File: config.mk
export PLATFORM = sky130hd
export DESIGN_NAME = fetch_stage
export DESIGN_NICKNAME = d
export VERILOG_FILES = /design/src/rtl/fetch_stage.sv
export SDC_FILE = /design/constraint.sdc
export NUM_CORES = 1
export LEC_CHECK = 0
export ABC_AREA = 1
export CORE_MARGIN = 2
export CORE_UTILIZATION = 45
export DETAILED_ROUTE_END_ITERATION = 10
export PLACE_DENSITY = 0.63
export SLEW_MARGIN = 20
export SYNTH_ARGS = -nofsm -noshare
export SYNTH_HDL_FRONTEND = slang
export SYNTH_SLANG_ARGS = --single-unit
File: constraint.sdc
create_clock -name clk -period 7.55 [get_ports clk]
set_input_delay 1.51 -clock clk [delete_from_list [all_inputs] [get_ports clk]]
set_output_delay 1.51 -clock clk [all_outputs]
set_load 0.03 [all_outputs]
File: src/rtl/fetch_stage.sv
// Dual-issue fetch stage: issues paired imem requests, queues returned pairs
// show-ahead with BHT predict bits, and honours stall, flush and redirect.
module fetch_stage #(
   parameter logic [15:0] RESET_PC = 16'h0000,
   parameter int unsigned QDEPTH   = 4,
   parameter int unsigned MAX_OUT  = 2,
   parameter int unsigned BHT_BITS = 4
) (
   input  logic        clk,
   input  logic        reset,
   input  logic        stall,
   input  logic        flush,
   input  logic [15:0] redirect_pc,
   output logic        imem_req_valid,
   input  logic        imem_req_ready,
   output logic [15:0] imem_addr,
   input  logic        imem_rsp_valid,
   input  logic [31:0] imem_rsp_data,
   input  logic        bp_update_valid,
   input  logic [15:0] bp_update_pc,
   input  logic        bp_update_taken,
   output logic [15:0] I1,
   output logic [15:0] I2,
   output logic        I1V,
   output logic        I2V,
   output logic        I1P,
   output logic        I2P,
   output logic [15:0] I1PC,
   output logic [15:0] I2PC
);

   localparam int unsigned QW   = $clog2(QDEPTH);
   localparam int unsigned CW   = $clog2(QDEPTH + 1);
   localparam int unsigned AW   = (MAX_OUT > 1) ? $clog2(MAX_OUT) : 1;
   localparam int unsigned NBHT = 1 << BHT_BITS;
   localparam logic [CW-1:0] QFULL = CW'(QDEPTH);
   localparam logic [CW-1:0] OMAX  = CW'(MAX_OUT);
   localparam logic [AW-1:0] ALAST = AW'(MAX_OUT - 1);

   typedef struct packed {
      logic [15:0] i1;
      logic [15:0] i2;
      logic [15:0] pc1;
      logic        p1;
      logic        p2;
   } entry_t;

   entry_t        qmem_q [QDEPTH];
   logic [15:0]   afifo_q [MAX_OUT];
   logic [1:0]    bht_q [NBHT];
   logic [QW-1:0] qhead_q, qhead_d, qtail_q, qtail_d;
   logic [CW-1:0] qcount_q, qcount_d, out_q, out_d, drop_q, drop_d;
   logic [AW-1:0] awr_q, awr_d, ard_q, ard_d;
   logic [15:0]   fetch_pc_q, fetch_pc_d;

   logic          req_fire, rsp_acc, push, pop;
   logic [CW:0]   credits;
   logic [15:0]   rsp_pc1, rsp_pc2;
   entry_t        push_entry, head;
   logic          unused_bp_bits;

   assign unused_bp_bits = ^{bp_update_pc[15:BHT_BITS+1], bp_update_pc[0]};

   function automatic logic [AW-1:0] aw_next(input logic [AW-1:0] p);
      return (p == ALAST) ? '0 : p + AW'(1);
   endfunction

   always_comb begin
      credits        = {1'b0, qcount_q} + {1'b0, out_q};
      imem_req_valid = !flush && !reset && (out_q < OMAX) && (credits < {1'b0, QFULL});
      imem_addr      = reset ? '0 : fetch_pc_q;
      req_fire       = imem_req_valid && imem_req_ready;
      // Responses with nothing outstanding (stale after reset) are ignored.
      rsp_acc        = imem_rsp_valid && (out_q != '0);
      pop            = (qcount_q != '0) && !stall && !flush;
      push           = rsp_acc && (drop_q == '0) && !flush && ((qcount_q != QFULL) || pop);

      rsp_pc1    = afifo_q[ard_q];
      rsp_pc2    = rsp_pc1 + 16'd2;
      push_entry = '{i1:  imem_rsp_data[15:0],
                     i2:  imem_rsp_data[31:16],
                     pc1: rsp_pc1,
                     p1:  bht_q[rsp_pc1[BHT_BITS:1]][1],
                     p2:  bht_q[rsp_pc2[BHT_BITS:1]][1]};

      out_d = out_q;
      if (req_fire && !rsp_acc)      out_d = out_q + CW'(1);
      else if (!req_fire && rsp_acc) out_d = out_q - CW'(1);

      drop_d = drop_q;
      if (flush)                          drop_d = out_d;
      else if (rsp_acc && drop_q != '0)   drop_d = drop_q - CW'(1);

      fetch_pc_d = fetch_pc_q;
      if (flush)         fetch_pc_d = redirect_pc;
      else if (req_fire) fetch_pc_d = fetch_pc_q + 16'd4;

      awr_d = req_fire ? aw_next(awr_q) : awr_q;
      ard_d = rsp_acc  ? aw_next(ard_q) : ard_q;

      qhead_d  = pop  ? qhead_q + QW'(1) : qhead_q;
      qtail_d  = push ? qtail_q + QW'(1) : qtail_q;
      qcount_d = qcount_q;
      if (push && !pop)      qcount_d = qcount_q + CW'(1);
      else if (!push && pop) qcount_d = qcount_q - CW'(1);
      if (flush) begin
         qhead_d  = '0;
         qtail_d  = '0;
         qcount_d = '0;
      end
   end

   always_ff @(posedge clk) begin
      if (reset) begin
         fetch_pc_q <= RESET_PC;
         qhead_q    <= '0;
         qtail_q    <= '0;
         qcount_q   <= '0;
         out_q      <= '0;
         drop_q     <= '0;
         awr_q      <= '0;
         ard_q      <= '0;
      end else begin
         fetch_pc_q <= fetch_pc_d;
         qhead_q    <= qhead_d;
         qtail_q    <= qtail_d;
         qcount_q   <= qcount_d;
         out_q      <= out_d;
         drop_q     <= drop_d;
         awr_q      <= awr_d;
         ard_q      <= ard_d;
      end
   end

   always_ff @(posedge clk) begin
      if (reset) begin
         for (int unsigned i = 0; i < NBHT; i++) bht_q[i] <= 2'b01;
      end else if (bp_update_valid) begin
         if (bp_update_taken && bht_q[bp_update_pc[BHT_BITS:1]] != 2'b11)
            bht_q[bp_update_pc[BHT_BITS:1]] <= bht_q[bp_update_pc[BHT_BITS:1]] + 2'b01;
         else if (!bp_update_taken && bht_q[bp_update_pc[BHT_BITS:1]] != 2'b00)
            bht_q[bp_update_pc[BHT_BITS:1]] <= bht_q[bp_update_pc[BHT_BITS:1]] - 2'b01;
      end
   end

   always_ff @(posedge clk) begin
      if (!reset && push)     qmem_q[qtail_q] <= push_entry;
      if (!reset && req_fire) afifo_q[awr_q]  <= fetch_pc_q;
   end

   always_comb begin
      head = qmem_q[qhead_q];
      I1   = '0;
      I2   = '0;
      I1V  = 1'b0;
      I2V  = 1'b0;
      I1P  = 1'b0;
      I2P  = 1'b0;
      I1PC = '0;
      I2PC = '0;
      if (qcount_q != '0) begin
         I1   = head.i1;
         I2   = head.i2;
         I1V  = 1'b1;
         I2V  = 1'b1;
         I1P  = head.p1;
         I2P  = head.p2;
         I1PC = head.pc1;
         I2PC = head.pc1 + 16'd2;
      end
   end

endmodule

# After elaboration in Yosys (flattened, before gate mapping)
# Memories as Yosys holds them, arrays and structs flattened. A register that Yosys moved wholly into a read port is not among the register bits.
# Index checks and enable logic that the tools add are counted.
# W data, S select, Z words.
[word_totals]
register_bits = 31
ramBits = 264
inputBits = 72
out_inout_bits = 85
wordCells = 110
memories = 3
[mem_list]
columns = ["memory", "depth", "word_bits", "read_ports", "rd_ports_with_merged_regs", "wr", "line", "text"]
rows = [
  ["qmem_q", 4, 50, 1, 1, 1, "48", "entry_t qmem_q [QDEPTH];"],
  ["afifo_q", 2, 16, 1, 1, 1, "49", "logic [15:0] afifo_q [MAX_OUT];"],
  ["bht_q", 16, 2, 3, 0, 16, "50", "logic [1:0] bht_q [NBHT];"],
]
[op_classes]
n_addsub = 15
n_lt_le_gt_ge = 2
eq_ne = 2
muxes = 41
bitwise = 1
n_reduce_logical = 38
[ops]
columns = ["op", "count"]
rows = [
  ["$mux W16", 7],
  ["$mux W1", 23],
  ["$logic_and A1 B1 Y1", 19],
  ["$mux W3", 6],
  ["$add A16 B2 Y16 const B", 1],
  ["$add A16 B3 Y16 const B", 1],
  ["$reduce_bool A3 Y1", 3],
  ["$sub A3 B1 Y3 const B", 3],
  ["$logic_not A1 Y1", 8],
  ["$mux W2", 4],
  ["$reduce_bool A2 Y1", 4],
  ["$add A2 B1 Y2 const B", 3],
  ["$add A3 B1 Y3 const B", 2],
  ["$add A5 B2 Y5 const B", 1],
  ["$add A3 B3 Y4", 1],
  ["$lt A4 B3 Y1 const B", 1],
  ["$mux W4", 1],
  ["$reduce_or A2 Y1", 2],
  ["$logic_not A3 Y1", 1],
  ["$lt A3 B2 Y1 const B", 1],
  ["$ne A3 B3 Y1 const B", 1],
  ["$add A1 B1 Y1 const B", 2],
  ["$ne A2 B2 Y1 const B", 1],
  ["$sub A2 B1 Y2 const B", 1],
  ["other kinds (2)", 2],
]

# Depth between registers and ports, before layout
# An unclocked memory read counts as a cell.
[logic_depth]
word_depth = 11
depth_mapped = 16

# Worst setup path after synthesis
# Ideal clock, no wire load.
[synth_path]
path_type = "in2reg"
startpoint = "input flush"
endpoint = "memory qmem_q[0][0] in the netlist's numbering, enable pin"
setup_ps = 458
t_arrival_ps = 4472
required_ps = 7092
path_slack_ps = 2621
stages = 7
path_buffers = 2
path_cell_list = "buf_4 inv_1 clkbuf_1 nand4_1 inv_1 nand2_1 nor2_1"
[synth_via]
elab_chain_len = 7
elab_cells_between_ends = 8
cone_classes = "2 x mux; 6 x reduce/logical"
[synth_lines]
columns = ["element", "line", "text"]
rows = [
  ["start, declared", "12", "input logic flush,"],
  ["$logic_not A1 Y1 (*)", "75, 76", ""],
  ["$logic_and A1 B1 Y1", "75", "pop = (qcount_q != '0) && !stall && !flush;"],
  ["$logic_or A1 B1 Y1", "76", "push = rsp_acc && (drop_q == '0) && !flush && ((qcount_q != QFULL) || pop);"],
  ["$logic_and A1 B1 Y1 (*)", "76", ""],
  ["$logic_and A1 B1 Y1 (*)", "147", "if (!reset && push) qmem_q[qtail_q] <= push_entry;"],
  ["$mux W1 (*)", "147", ""],
  ["$mux W1 (not written as such) (*)", "147", ""],
  ["end, declared", "48", ""],
]
# Mark *: on every way between the ends. The rest lies on a longest branch, timed or not.

==> results.yml <==
status:
  status: "finished, final reports clean"
finish:
  syn2layout_area_growth_pct: 21.0
  nNetsFinal: 1572
  fill_cells: 2573
  fin_util: 0.550
  drive_gt1_frac: 0.0577
  antenna_cells: 0
  multi_input_area_sq_um: 4130
  regArea_sq_um: 8610
place:
  dpl.hpwl_mm: 18.9
  gp_congestion: 0.805
  io_buffers: 144
  place_ws_ns: 2.22
synth:
  yosysWarningCount: 0
  synth_ff_type: "edfxtp_1"
  synth_top_area_cell: "edfxtp_1"
  synth_area_leaders: "edfxtp_1, nand2_1, nor2_1"
  synth-async-reset-ratio: 0
  ys_ff_latch: 298
  synth_seq_area_share: 0.642
  synth_area_sq_um: 13400
  yosysTopAreaCellShare: 0.592
  synth-edff-count: 264
  synth_nets: 1440
  synth.avg_cell_area_sq_um: 9.91
  synthCells: 1352
  synth_cell_types: 39
sta:
  worst_clock_skew_ns: 0.0133
  fmax_ghz: 0.169
  finalCritPeriodShare: 0.781
  finalHoldViolCount: 0
  tightestPinTransition_ns: 1.00
  finalCriticalPeriod_ns: 5.90
  finalSetupViolCount: 0
  slew_viol_final: 0
  holdWs_ns: 0.472
  tns_ns: 0
  rsz0062_at_grt: "no"
  relSlewSlack: 0.329
  worst_slack_ns: 1.65
die:
  io_pins: 157
  core_area_sq_um: 29500
  die_w_microns: 177
  initial_utilization: 0.455
  die_h_microns: 177
  die_area_sq_um: 31200
  rows: 63
detailed_routing:
  first_iter_violations: 681
  via_per_inst: 5.12
  num_vias: 9717
  first_pass_iters: 5
  avgRoutedWirePerCell_microns: 16.0
  routed_wl_mm: 30.3
  drcViolationCount: 0
  drt.antenna.violating_nets: 0
clock_tree:
  cts_tree: "yes"
  cts_max_path_buffers: 3
  cts_htree_levels: 1
  cts-buffers-inserted: 31
  cts_root_buf: "clkbuf_16"
  cts_hold_buf: 0
  clk_pin_slew_worst_paths_ns: 0.06
  worstSkewPairLatency_ns: 0.57
  cts_resized: 0
  clock_sink_count: 298
  postCtsSetupBuffers: 0
global_routing:
  grt_pass1_vias: 9185
  antenna_found_initial: 0
  grt_max_degree: 67
  grt_pass1_wl_mm: 48.3
  grtUsageTotal: 0.194
  gr-total-overflow: 0
setup_path:
  critPathMaxStageDelay_ns: 0.65
  cp-start-kind: "flop"
  cp_data_required_time_ns: 6.04
  crit_type: "reg -> out"
  path_common_cell: "nand2_1"
  path_max_fanout: 66
  slowest_stage: "clkdlybuf4s50_1"
  cp-end-kind: "output port"
  crit_arrival_ns: 4.39
  path_cells: "clkinv_2 -> buf_4 -> nand2_1 -> nand3_1 -> nand2_1 -> inv_1 -> ha_1 -> nand2_1 -> nor3_1 -> nand2_1 -> nor2_1 -> nand2_1 -> nand2_1 -> nand2_1 -> inv_1 -> clkdlybuf4s50_1"
power_and_ir_drop:
  vdd_drop_max_uv: 198
  power.leakage_nw: 6.04
  power.density_nw_per_um2: 256
min_path:
  worstHoldPathType: "reg -> reg"
flow_run:
  cap_violations: 0
-- cell families (layout without fill, tap and decap cells) --
| family | after synthesis | after routing | share of synthesized area |
|---|---|---|---|
| adder cells (fa/ha/maj) | 16 | 16 | 0.0155 |
| AO/OA/AOI/OAI | 204 | 204 | 0.0825 |
| flip-flops | 298 | 298 | 0.642 |
| buffers and inverters | 162 | 318 | 0.0518 |
| AND/OR/NAND/NOR | 660 | 660 | 0.200 |
| XOR/XNOR | 12 | 12 | 0.00784 |
-- Yosys cell counts, types with 12 or more instances --
master,number
buf_2,15
nor2_1,255
nand2_1,299
nand3_1,60
dfxtp_1,34
o21ai_0,110
o211ai_1,13
inv_1,92
nand4_1,22
buf_1,13
ha_1,15
clkbuf_1,23
edfxtp_1,264
xor2_1,12
a21oi_1,60
-- power breakdown --
part	leakage (nW)	internal, mW	switching [mW]	total [mW]
logic	2.89	0.250	0.484	0.734
clock network	0.497	0.880	0.625	1.51
registers	2.65	1.88	0.0398	1.92
-- layout make-up --
class / count / area share
clock buffers: 40 / 0.0537
clock inverters: 17 / 0.00926
inverters: 99 / 0.0230
multi-input cells: 892 / 0.255
flip-flops and latches: 298 / 0.531
well taps: 390 / 0.0301
repair buffers: 162 / 0.0980
-- final timing paths --
| path | startpoint | to | slack (ns) | cells past startpoint |
|---|---|---|---|---|
| worst min register to register | qhead_q[1] | qhead_q[1] | 0.47 | 2 |
| worst max register to register | flop | qmem_q[1][0] | 4.21 | 10 |
| worst max-delay path | flop | I2PC[15] | 1.65 | 16 |
| worst min-delay path | qhead_q[1] | qhead_q[1] | 0.47 | 2 |
-- per-stage QoR --
stage	instances	instance area, sq um	total power [mW]
after floorplan	1352	13400	2.41
after global placement	1840	15200	2.67
after detailed placement	1840	15200	2.68
after CTS	1897	16200	4.18
after global routing	1898	16200	4.33
final	1898	16200	4.16
-- per-layer routing --
layer	vias up	GRT usage	wire length (microns)
met2	253	0.318	13700
li1	4857	-	-
met3	38	0.0269	1590
met5	-	0	0
met1	4569	0.275	14400
met4	0	0.0441	565
-- layout by cell type, fill, tap and decap left out, drive strengths merged, types with 3 or more instances in the layout --
| cell type | count |
|---|---|
| a21oi | 60 |
| a31oi | 7 |
| a32oi | 3 |
| buf | 18 |
| clkbuf | 40 |
| clkdlybuf4s50 | 144 |
| clkinv | 17 |
| dfxtp | 34 |
| edfxtp | 264 |
| ha | 15 |
| inv | 95 |
| nand2 | 302 |
| nand3 | 61 |
| nand4 | 23 |
| nor2 | 261 |
| nor3 | 9 |
| o211ai | 13 |
| o21ai | 111 |
| o221ai | 4 |
| xor2 | 12 |
-- worst max-delay path, delay by kind of cell, from the launching register on --
family	cells	cell delay [ns]
buffers and inverters	5	1.79
and+or+nand+nor	10	1.33
DFF	1	0.48
adders and majority gates	1	0.18
-- registers in the layout (all words and copies together), names as in the netlist, 2 cells and up, named ones only --
signal	flops
qmem_q	200
drop_q	3
fetch_pc_q	16
qcount_q	3
qhead_q	2
out_q	3
bht_q	32
afifo_q	32
qtail_q	2
(Power assumes the default switching activity.)
